==> config.mk <==
export PLATFORM = sky130hd
export DESIGN_NAME = stepper_position_ctrl
export DESIGN_NICKNAME = d
export VERILOG_FILES = /design/src/rtl/stepper_position_ctrl.sv
export SDC_FILE = /design/constraint.sdc
export NUM_CORES = 1
export LEC_CHECK = 0
export BUFFER_PORTS_ARGS = -buffer_cell sky130_fd_sc_hd__buf_2
export CAP_MARGIN = 25
export CORE_AREA = 2 2 95 119
export DETAILED_ROUTE_END_ITERATION = 16
export DIE_AREA = 0 0 97 121
export HOLD_SLACK_MARGIN = 0.08
export PLACE_DENSITY = 0.76
export SYNTH_ARGS = -nofsm -noshare
export SYNTH_HDL_FRONTEND = slang
export SYNTH_SLANG_ARGS = --single-unit
export TNS_END_PERCENT = 1
==> constraint.sdc <==
create_clock -name clk -period 7 [get_ports clk]
set_clock_uncertainty 0.15 [all_clocks]
set_input_delay 0.7 -clock clk [delete_from_list [all_inputs] [get_ports clk]]
set_output_delay 0.7 -clock clk [all_outputs]
set_load 0.01 [all_outputs]
==> src/rtl/stepper_position_ctrl.sv <==
// Position controller for a stepper phase driver: accepts absolute-target or
// homing commands, drives the direction command, counts step periods into a
// position register, and enforces limit switches, soft stop and a settle time.
module stepper_position_ctrl #(
  parameter int unsigned STEP_TIME   = 250000,
  parameter int unsigned SETTLE_TIME = 50000,
  parameter int unsigned POS_W       = 16,
  parameter int unsigned HOME_MAX    = 4096
) (
  input  logic             clk,
  input  logic             rst,
  input  logic             cmd_valid,
  output logic             cmd_ready,
  input  logic             cmd_home,
  input  logic [POS_W-1:0] cmd_target,
  input  logic             stop,
  input  logic             lim_up,
  input  logic             lim_down,
  output logic [1:0]       dir,
  output logic [POS_W-1:0] position,
  output logic             busy,
  output logic             done,
  output logic             fault
);

  // One shared counter serves both the step period and the settle interval.
  localparam int unsigned CNT_MAX = (STEP_TIME > SETTLE_TIME) ? STEP_TIME : SETTLE_TIME;
  localparam int unsigned CNT_W   = $clog2(CNT_MAX + 1);
  localparam int unsigned HOME_W  = $clog2(HOME_MAX + 1);

  localparam logic [CNT_W-1:0]  STEP_LAST   = CNT_W'(STEP_TIME - 1);
  localparam logic [CNT_W-1:0]  SETTLE_LAST = CNT_W'(SETTLE_TIME - 1);
  localparam logic [HOME_W-1:0] HOME_LAST   = HOME_W'(HOME_MAX - 1);

  localparam logic [1:0] DIR_UP   = 2'd0;
  localparam logic [1:0] DIR_DOWN = 2'd1;
  localparam logic [1:0] DIR_STOP = 2'd2;

  typedef enum logic [2:0] {
    S_IDLE,
    S_UP,
    S_DOWN,
    S_HOME,
    S_SETTLE
  } state_e;

  state_e             state_q, state_d;
  logic [CNT_W-1:0]   cnt_q, cnt_d;
  logic [HOME_W-1:0]  home_cnt_q, home_cnt_d;
  logic [POS_W-1:0]   target_q, target_d;
  logic [POS_W-1:0]   position_q, position_d;
  logic [1:0]         dir_q, dir_d;
  logic               busy_q, busy_d;
  logic               done_q, done_d;
  logic               fault_q, fault_d;
  logic               cmd_ready_q, cmd_ready_d;

  logic               step_last;
  logic [POS_W-1:0]   pos_inc;
  logic [POS_W-1:0]   pos_dec;

  assign step_last = (cnt_q == STEP_LAST);
  assign pos_inc   = position_q + POS_W'(1);
  assign pos_dec   = position_q - POS_W'(1);

  // State and registered outputs; reset forces a safe stopped, idle state.
  always_ff @(posedge clk or posedge rst) begin
    if (rst) begin
      state_q     <= S_IDLE;
      cnt_q       <= '0;
      home_cnt_q  <= '0;
      target_q    <= '0;
      position_q  <= '0;
      dir_q       <= DIR_STOP;
      busy_q      <= 1'b0;
      done_q      <= 1'b0;
      fault_q     <= 1'b0;
      cmd_ready_q <= 1'b1;
    end else begin
      state_q     <= state_d;
      cnt_q       <= cnt_d;
      home_cnt_q  <= home_cnt_d;
      target_q    <= target_d;
      position_q  <= position_d;
      dir_q       <= dir_d;
      busy_q      <= busy_d;
      done_q      <= done_d;
      fault_q     <= fault_d;
      cmd_ready_q <= cmd_ready_d;
    end
  end

  // Next-state logic; within a moving state: limit fault > stop > terminal count.
  always_comb begin
    state_d    = state_q;
    cnt_d      = cnt_q;
    home_cnt_d = home_cnt_q;
    target_d   = target_q;
    position_d = position_q;
    fault_d    = fault_q;
    done_d     = 1'b0;

    unique case (state_q)
      S_IDLE: begin
        if (cmd_valid && cmd_ready_q) begin
          fault_d    = 1'b0;
          target_d   = cmd_target;
          cnt_d      = '0;
          home_cnt_d = '0;
          if (cmd_home) begin
            state_d = S_HOME;
          end else if (cmd_target > position_q) begin
            state_d = S_UP;
          end else if (cmd_target < position_q) begin
            state_d = S_DOWN;
          end else begin
            done_d = 1'b1;
          end
        end
      end

      S_UP: begin
        if (lim_up) begin
          fault_d = 1'b1;
          state_d = S_SETTLE;
          cnt_d   = '0;
        end else if (stop) begin
          state_d = S_SETTLE;
          cnt_d   = '0;
        end else if (step_last) begin
          position_d = pos_inc;
          cnt_d      = '0;
          if (pos_inc == target_q) begin
            state_d = S_SETTLE;
          end
        end else begin
          cnt_d = cnt_q + CNT_W'(1);
        end
      end

      S_DOWN: begin
        if (lim_down) begin
          fault_d = 1'b1;
          state_d = S_SETTLE;
          cnt_d   = '0;
        end else if (stop) begin
          state_d = S_SETTLE;
          cnt_d   = '0;
        end else if (step_last) begin
          position_d = pos_dec;
          cnt_d      = '0;
          if (pos_dec == target_q) begin
            state_d = S_SETTLE;
          end
        end else begin
          cnt_d = cnt_q + CNT_W'(1);
        end
      end

      S_HOME: begin
        if (lim_up) begin
          fault_d = 1'b1;
          state_d = S_SETTLE;
          cnt_d   = '0;
        end else if (lim_down) begin
          position_d = '0;
          state_d    = S_SETTLE;
          cnt_d      = '0;
        end else if (stop) begin
          state_d = S_SETTLE;
          cnt_d   = '0;
        end else if (step_last) begin
          cnt_d = '0;
          if (home_cnt_q == HOME_LAST) begin
            fault_d = 1'b1;
            state_d = S_SETTLE;
          end else begin
            home_cnt_d = home_cnt_q + HOME_W'(1);
          end
        end else begin
          cnt_d = cnt_q + CNT_W'(1);
        end
      end

      S_SETTLE: begin
        if (cnt_q == SETTLE_LAST) begin
          state_d = S_IDLE;
          cnt_d   = '0;
          done_d  = 1'b1;
        end else begin
          cnt_d = cnt_q + CNT_W'(1);
        end
      end

      default: begin
        state_d = S_IDLE;
        cnt_d   = '0;
      end
    endcase
  end

  // Output decode from the next state so dir/busy/ready align with the state register.
  always_comb begin
    dir_d       = DIR_STOP;
    busy_d      = (state_d != S_IDLE);
    cmd_ready_d = (state_d == S_IDLE) && !stop;
    unique case (state_d)
      S_UP:            dir_d = DIR_UP;
      S_DOWN, S_HOME:  dir_d = DIR_DOWN;
      default:         dir_d = DIR_STOP;
    endcase
  end

  assign cmd_ready = cmd_ready_q;
  assign dir       = dir_q;
  assign position  = position_q;
  assign busy      = busy_q;
  assign done      = done_q;
  assign fault     = fault_q;

endmodule

==> implementation parameters, run 1 <==
Parameter                              Value

GRT
  Overall global routing resource usage ... 0.248
  Pin count of the biggest net entering global routing ... 73
  Vias in the first global route ... 4787
  Wire length of the first global-routing pass ... 23700 um
  Number of antenna violations at the first check in global routing ... 0
  Remaining global-route overflow ... 0

Finish
  Proportion of layout cells with a drive suffix above 1 ... 0.136
  Layout Utilization ... 0.560
  Layout net count ... 722
  Final standard cell count with taps included and fillers excluded ... 816
  Register area ... 0.00180 mm2
  Diodes inserted ... 0
  Area growth syn-to-layout ... 11.9%
  Area used by multi-input combinational logic ... 0.00322 mm2
  Fill cell instance count of the final layout ... 974
  Design area ... 0.00592 mm2

Floorplanning
  Initial cell density of the core ... 0.500
  Site Rows ... 42
  I/O pin total ... 45
  Area of the die ... 0.0117 mm2
  Overall die width ... 97 um
  CORE AREA ... 0.0106 mm2
  Vert. Die Dim ... 121 um

CTS
  TritonCTS clock tree ... done
  Clock Sink Count ... 72
  Number of H-tree levels ... 3
  Number of buffers inserted to repair setup after CTS ... 0
  Max Buffers Root-to-Sink ... 2
  Clock slew at the register clock pins of the worst setup and hold paths ... 60 ps
  TritonCTS buffer count ... 9
  Post-cts sizing count ... 0
  Clock Latency Late Sink ... 340 ps
  Quantity of hold-fixing buffers added after cts ... 0
  Cell chosen for the clock root ... sky130_fd_sc_hd__clkbuf_16

STA
  Hold Fails Final Rpt ... 0
  Worst setup slack after layout ... 3430 ps
  Min Tclk post-route ... 3570 ps
  Summed negative setup slack over all endpoints ... 0 ps
  Count of final setup violators ... 0
  Number of max-slew violations in the final report ... 0
  Period Utilization, post-route ... 0.510
  Unrepaired setup endpoints after global routing ... no
  Pin slew with the least headroom to its limit ... 876 ps
  Worst-case headroom to the max-slew limit ... 0.411
  Maximum frequency from static timing analysis ... 280 MHz

Setup path
  Slack of the worst reg-to-reg path ... 3430 ps
  Worst path required time ... 7120 ps
  Arrival @ worst endpoint ... 3690 ps
  Critical Path Source ... position[0]
  Length in cells of the worst reg-to-reg path ... 9
  Critical Path Sink Type ... flop
  Critical path peak fanout ... 11
  Class of the most critical setup path ... reg -> reg
  Critical path launch point type ... flop
  Worst reg2reg endpoint ... busy
  FF-to-FF Start ... position[0]

Routing
  Vias per cell ... 6.14
  Routed Wire Length ... 14400 um
  Drt initial violations ... 426
  DRC errors left ... 0
  Routed via count ... 5007
  WL per Instance ... 17.6 um
  Antenna violation net count after detailed routing ... 0
  DR pass1 iterations ... 5

Synthesis
  Area share of fa/ha/maj cells after synthesis ... 0.0473
  Xor and xnor area share after synthesis ... 0.0746
  Post-synthesis compound-gate area fraction ... 0.187
  Post-synthesis cell type with the largest combined area ... sky130_fd_sc_hd__dfrtp_1
  Syn Area/Cell ... 8.09 um2
  Number of enable-type register cells in the synthesized netlist ... 0
  Most frequently used cell type in the post-synthesis netlist ... sky130_fd_sc_hd__nand2_1
  Ranking of synthesized cells by instance count ... 98 x sky130_fd_sc_hd__nand2_1, 70 x sky130_fd_sc_hd__dfrtp_1, 60 x sky130_fd_sc_hd__nor2_1
  Synthesized Nets ... 696
  Combinational family with the most area after synthesis ... simple AND/OR/NAND/NOR gates
  Post-synthesis sequential area ratio ... 0.341
  Share of synthesized registers carrying an async set or reset ... 1.00
  Total standard cell area after synthesis ... 0.00529 mm2
  Main flop type after synthesis ... sky130_fd_sc_hd__dfrtp_1
  Dominant cells by area after synthesis ... sky130_fd_sc_hd__dfrtp_1 33%, sky130_fd_sc_hd__nand2_1 7.0%, sky130_fd_sc_hd__ha_1 4.7%
  Synth warn ... 0
  Post-Syn Instances ... 653
  Share of Yosys cell area claimed by the top area cell type ... 0.331
  Basic-gate share of the synthesized area counting and, or, nand and nor cells ... 0.293
  Post-synthesis mux area share ... 0.00592
  Count of distinct cell types in the synthesized netlist ... 73
  Register bit count reported by yosys ... 72

Job
  Max-cap viol count ... 0

Power and ir drop
  Leakage power summed over all cells ... 2.54 nW
  VDD IR max ... 0.000112 V
  Power density over the cells ... 164 mW/mm2

Placement
  Post-detailed-placement cell area ... 0.00554 mm2
  Post-Place Worst Slack ... 3520 ps
  Port Buf Inserts ... 44
  Placed cells ... 798
  Placer's final routability congestion estimate ... 0.917
  Post-detail-place hpwl ... 10400 um

Status
  Status ... finished, final reports clean

Min path
  Type of the worst min-delay path ... in -> async
==> sequential cells by signal (all words and copies together) (netlist names) <==
register,flops
state_q,3
busy,1
position,16
cnt_q,18
target_q,16
fault,1
cmd_ready,1
home_cnt_q,13
dir,2
done,1
==> metrics by stage <==
stage                     power (mW)  hold WS [ps]
after detailed placement       0.456           335
final                          0.971           139
after global placement         0.454           330
after CTS                      0.979           350
after global routing            1.00           137
after floorplan                0.439           315
==> metal layers <==
metal | track usage | wire (um)
met5 | 0 | 0
met4 | 0.115 | 510
met3 | 0.0438 | 829
met2 | 0.435 | 7250
met1 | 0.296 | 5770
==> layout by cell type, fill, tap and decap left out, types with 7 or more instances in the layout <==
master / netlist / layout
sky130_fd_sc_hd__nand2_1: 98 / 98
sky130_fd_sc_hd__dfrtp_1: 70 / 70
sky130_fd_sc_hd__nor2_1: 60 / 60
sky130_fd_sc_hd__a21oi_1: 44 / 44
sky130_fd_sc_hd__buf_2: 13 / 44
sky130_fd_sc_hd__o21ai_0: 39 / 39
sky130_fd_sc_hd__inv_1: 29 / 28
sky130_fd_sc_hd__xnor2_1: 27 / 27
sky130_fd_sc_hd__nand3_1: 26 / 26
sky130_fd_sc_hd__ha_1: 20 / 20
sky130_fd_sc_hd__xor2_1: 18 / 18
sky130_fd_sc_hd__nor3_1: 17 / 16
sky130_fd_sc_hd__nand4_1: 16 / 16
sky130_fd_sc_hd__and3_1: 13 / 13
sky130_fd_sc_hd__nor4_1: 12 / 12
sky130_fd_sc_hd__clkbuf_16: 0 / 9
sky130_fd_sc_hd__or3_1: 8 / 8
sky130_fd_sc_hd__a31oi_1: 7 / 7
sky130_fd_sc_hd__o21ai_1: 7 / 7
==> cell type report <==
class	instances	area share
timing repair buffer	49	0.0470
clock buffer	12	0.0451
clock inverter	4	0.0127
tap	132	0.0279
sequential	72	0.305
multi-input combinational	518	0.544
inverter	29	0.0184
==> how the worst max path moves through the flow <==
stage	slack (ps)	end	cells past startpoint
floorplan	3980	cmd_ready	12
global placement	3580	busy	9
detailed placement	3520	busy	9
CTS	3470	busy	9
global route	3140	busy	10
finish	3430	busy	9
==> power breakdown <==
part           switching [mW]  leakage, nW  internal (mW)
clock network           0.181        0.161          0.341
logic                  0.0211         1.42         0.0118
registers                   0        0.953          0.416
total                   0.202         2.54          0.769
==> worst max-delay path, stage by stage, from the launching register on <==
cell and delay [ps]:
sky130_fd_sc_hd__dfrtp_1 560, sky130_fd_sc_hd__ha_1 360, sky130_fd_sc_hd__and4_1 450, sky130_fd_sc_hd__nand4_1 240, sky130_fd_sc_hd__xnor2_1 370, sky130_fd_sc_hd__o2111ai_1 160, sky130_fd_sc_hd__or3_1 360, sky130_fd_sc_hd__a2111oi_0 500
sky130_fd_sc_hd__or4_4 260, sky130_fd_sc_hd__nand3b_1 110
==> logic make-up (layout without fill, tap and decap cells) <==
logic type,count (synthesis),after routing
xor+xnor,45,45
simple gates,299,299
flops,72,72
fa+ha+maj,20,20
compound gates,151,151
buf+inv,63,94
mux,3,3
No activity file was read; power rests on OpenSTA's default activity.
==> run 2, diff against run 1 <==
- clock period: 7 -> 3.6 ns (I/O delays scaled with it)
==> implementation parameters, run 2 (synthesized netlist as in run 1, its figures left out) <==
Parameter                              Value

Finish
  Most flop-heavy register ... cnt_q (unchanged)
  Commonest cells after routing, fill and taps aside ... 98 x sky130_fd_sc_hd__nand2_1, 70 x sky130_fd_sc_hd__dfrtp_1, 60 x sky130_fd_sc_hd__nor2_1, 44 x sky130_fd_sc_hd__a21oi_1, 44 x sky130_fd_sc_hd__buf_2 (unchanged)
  Layout net count ... 734 (was 722)
  Most common cell after layout, fill and taps aside ... sky130_fd_sc_hd__nand2_1 (unchanged)
  Proportion of layout cells with a drive suffix above 1 ... 0.149 (was 0.136)
  Diodes inserted ... 0 (unchanged)
  Area growth syn-to-layout ... 13.5% (was 11.9%)
  Flip-flop count of the largest register, all copies and words added ... 18 (unchanged)

Setup path
  Length in cells of the worst reg-to-reg path ... 8 (was 9)
  Slack of the worst reg-to-reg path ... 270 ps (was 3430 ps)
  FF-to-FF Start ... position[3] (was position[0])
  Critical path launch point type ... flop (unchanged)
  Class of the most critical setup path ... reg -> reg (unchanged)
  Worst path required time ... 3700 ps (was 7120 ps)
  Critical path peak fanout ... 17 (was 11)
  Arrival @ worst endpoint ... 3440 ps (was 3690 ps)
  Critical Path Sink Type ... flop (unchanged)
  Critical Path Source ... position[3] (was position[0])

Status
  Status ... finished, final reports clean (unchanged)

Floorplanning
  Site Rows ... 42 (unchanged)
  Initial cell density of the core ... 0.500 (unchanged)
  Area of the die ... 0.0117 mm2 (unchanged)
  Vert. Die Dim ... 121 um (unchanged)
  CORE AREA ... 0.0106 mm2 (unchanged)
  Overall die width ... 97 um (unchanged)
  I/O pin total ... 45 (unchanged)

Min path
  Start point of the worst hold path ... cmd_target[7]
  Type of the worst min-delay path ... in -> reg (was in -> async)
  Hold-critical path depth ... 3

Routing
  DR pass1 iterations ... 5 (unchanged)
  Routed Wire Length ... 15000 um (was 14400 um)
  Vias per cell ... 6.18 (was 6.14)
  Antenna violation net count after detailed routing ... 0 (unchanged)
  Routed via count ... 5120 (was 5007)
  WL per Instance ... 18.1 um (was 17.6 um)
  Drt initial violations ... 427 (was 426)
  DRC errors left ... 0 (unchanged)

GRT
  Remaining global-route overflow ... 0 (unchanged)
  Overall global routing resource usage ... 0.262 (was 0.248)
  Wire length of the first global-routing pass ... 24900 um (was 23700 um)
  Pin count of the biggest net entering global routing ... 73 (unchanged)
  Vias in the first global route ... 5057 (was 4787)
  Number of antenna violations at the first check in global routing ... 0 (unchanged)

CTS
  Clock Latency Late Sink ... 340 ps (about the same)
  Number of buffers inserted to repair setup after CTS ... 0 (unchanged)
  Clock Sink Count ... 72 (unchanged)
  Cell chosen for the clock root ... sky130_fd_sc_hd__clkbuf_16 (unchanged)
  TritonCTS buffer count ... 9 (unchanged)
  TritonCTS clock tree ... done (unchanged)
  Max Buffers Root-to-Sink ... 2 (unchanged)
  Number of H-tree levels ... 3 (unchanged)
  Clock slew at the register clock pins of the worst setup and hold paths ... 60 ps (about the same)

STA
  Summed negative setup slack over all endpoints ... 0 ps (unchanged)
  Worst-case headroom to the max-slew limit ... 0.396 (was 0.411)
  Pin slew with the least headroom to its limit ... 897 ps (was 876 ps)
  Hold Fails Final Rpt ... 0 (unchanged)
  Count of final setup violators ... 0 (unchanged)
  Min Tclk post-route ... 3330 ps (was 3570 ps)
  Maximum frequency from static timing analysis ... 300 MHz (was 280 MHz)
  Worst setup slack after layout ... 265 ps (was 3430 ps)
  Period Utilization, post-route ... 0.926 (was 0.510)
  Unrepaired setup endpoints after global routing ... no (unchanged)
  Number of max-slew violations in the final report ... 0 (unchanged)

Job
  Max-cap viol count ... 0 (unchanged)

Power and ir drop
  VDD IR max ... 0.000197 V (was 0.000112 V)
  Power density over the cells ... 312 mW/mm2 (was 164 mW/mm2)
  Leakage power summed over all cells ... 2.59 nW (was 2.54 nW)

Placement
  Port Buf Inserts ... 44 (unchanged)
  Post-Place Worst Slack ... 122 ps (was 3520 ps)
  Placer's final routability congestion estimate ... 0.939 (was 0.917)
  Post-detail-place hpwl ... 10800 um (was 10400 um)
-- run 2: layout make-up --
class                           instances  area (um2)
Inverter                               29         109
Sequential cell                        72        1800
Clock inverter                          6        90.1
Tap cell                              132         165
Clock buffer                           10         239
Multi-Input combinational cell        518        3220
Fill cell                             951        4560
Timing Repair Buffer                   61         373
-- run 2: power breakdown --
| group | internal, mW | total [mW] | switching, mW | leakage, nW |
|---|---|---|---|---|
| clock network | 0.628 | 0.995 | 0.367 | 0.159 |
| registers | 0.809 | 0.809 | 0 | 0.953 |
| logic | 0.0244 | 0.0671 | 0.0427 | 1.48 |
| total | 1.46 | 1.87 | 0.410 | 2.59 |
-- run 2: final timing paths --
path / to
worst max-delay path: cmd_ready
worst min-delay path: target_q[7]
worst max register to register: cmd_ready
worst min register to register: target_q[0]
max in group asynchronous: cmd_ready
min in group asynchronous: home_cnt_q[4]
-- run 2: through the flow --
step	power (mW)	hold slack (ps)	cells	instance area, um2	util
6_report	1.87	81.1	828	6000	0.568
5_1_grt	1.92	97.4	828	6000	0.568
4_1_cts	1.88	80.7	826	5960	0.564
3_5_place_dp	0.886	341	809	5620	0.532
3_3_place_gp	0.884	330	809	5620	0.532
2_1_floorplan	0.854	238	653	5290	-
-- run 2: worst max-delay path, stage by stage, from the launching register on --
cell                       delay, ps
sky130_fd_sc_hd__dfrtp_1         710
sky130_fd_sc_hd__and4_1          470
sky130_fd_sc_hd__nand4_1         230
sky130_fd_sc_hd__o21ai_0         420
sky130_fd_sc_hd__nand3_1         140
sky130_fd_sc_hd__or4_4           520
sky130_fd_sc_hd__a21oi_4         150
sky130_fd_sc_hd__o21a_4          160
sky130_fd_sc_hd__nor4bb_4        290
-- run 2: what timing repair did --
item	CTS	global route
endpoints found under the hold margin	1	36
hold buffers	1	1
setup endpoints to repair	0	5
resized for setup	0	1
-- run 2: metal layers --
layer  routed length [um]  GRT usage  part of all wire
met5                    0          0                 0
met4                  619      0.131             0.041
met3                  842     0.0438             0.056
met2                 7600      0.458              0.51
met1                 5910      0.311              0.39
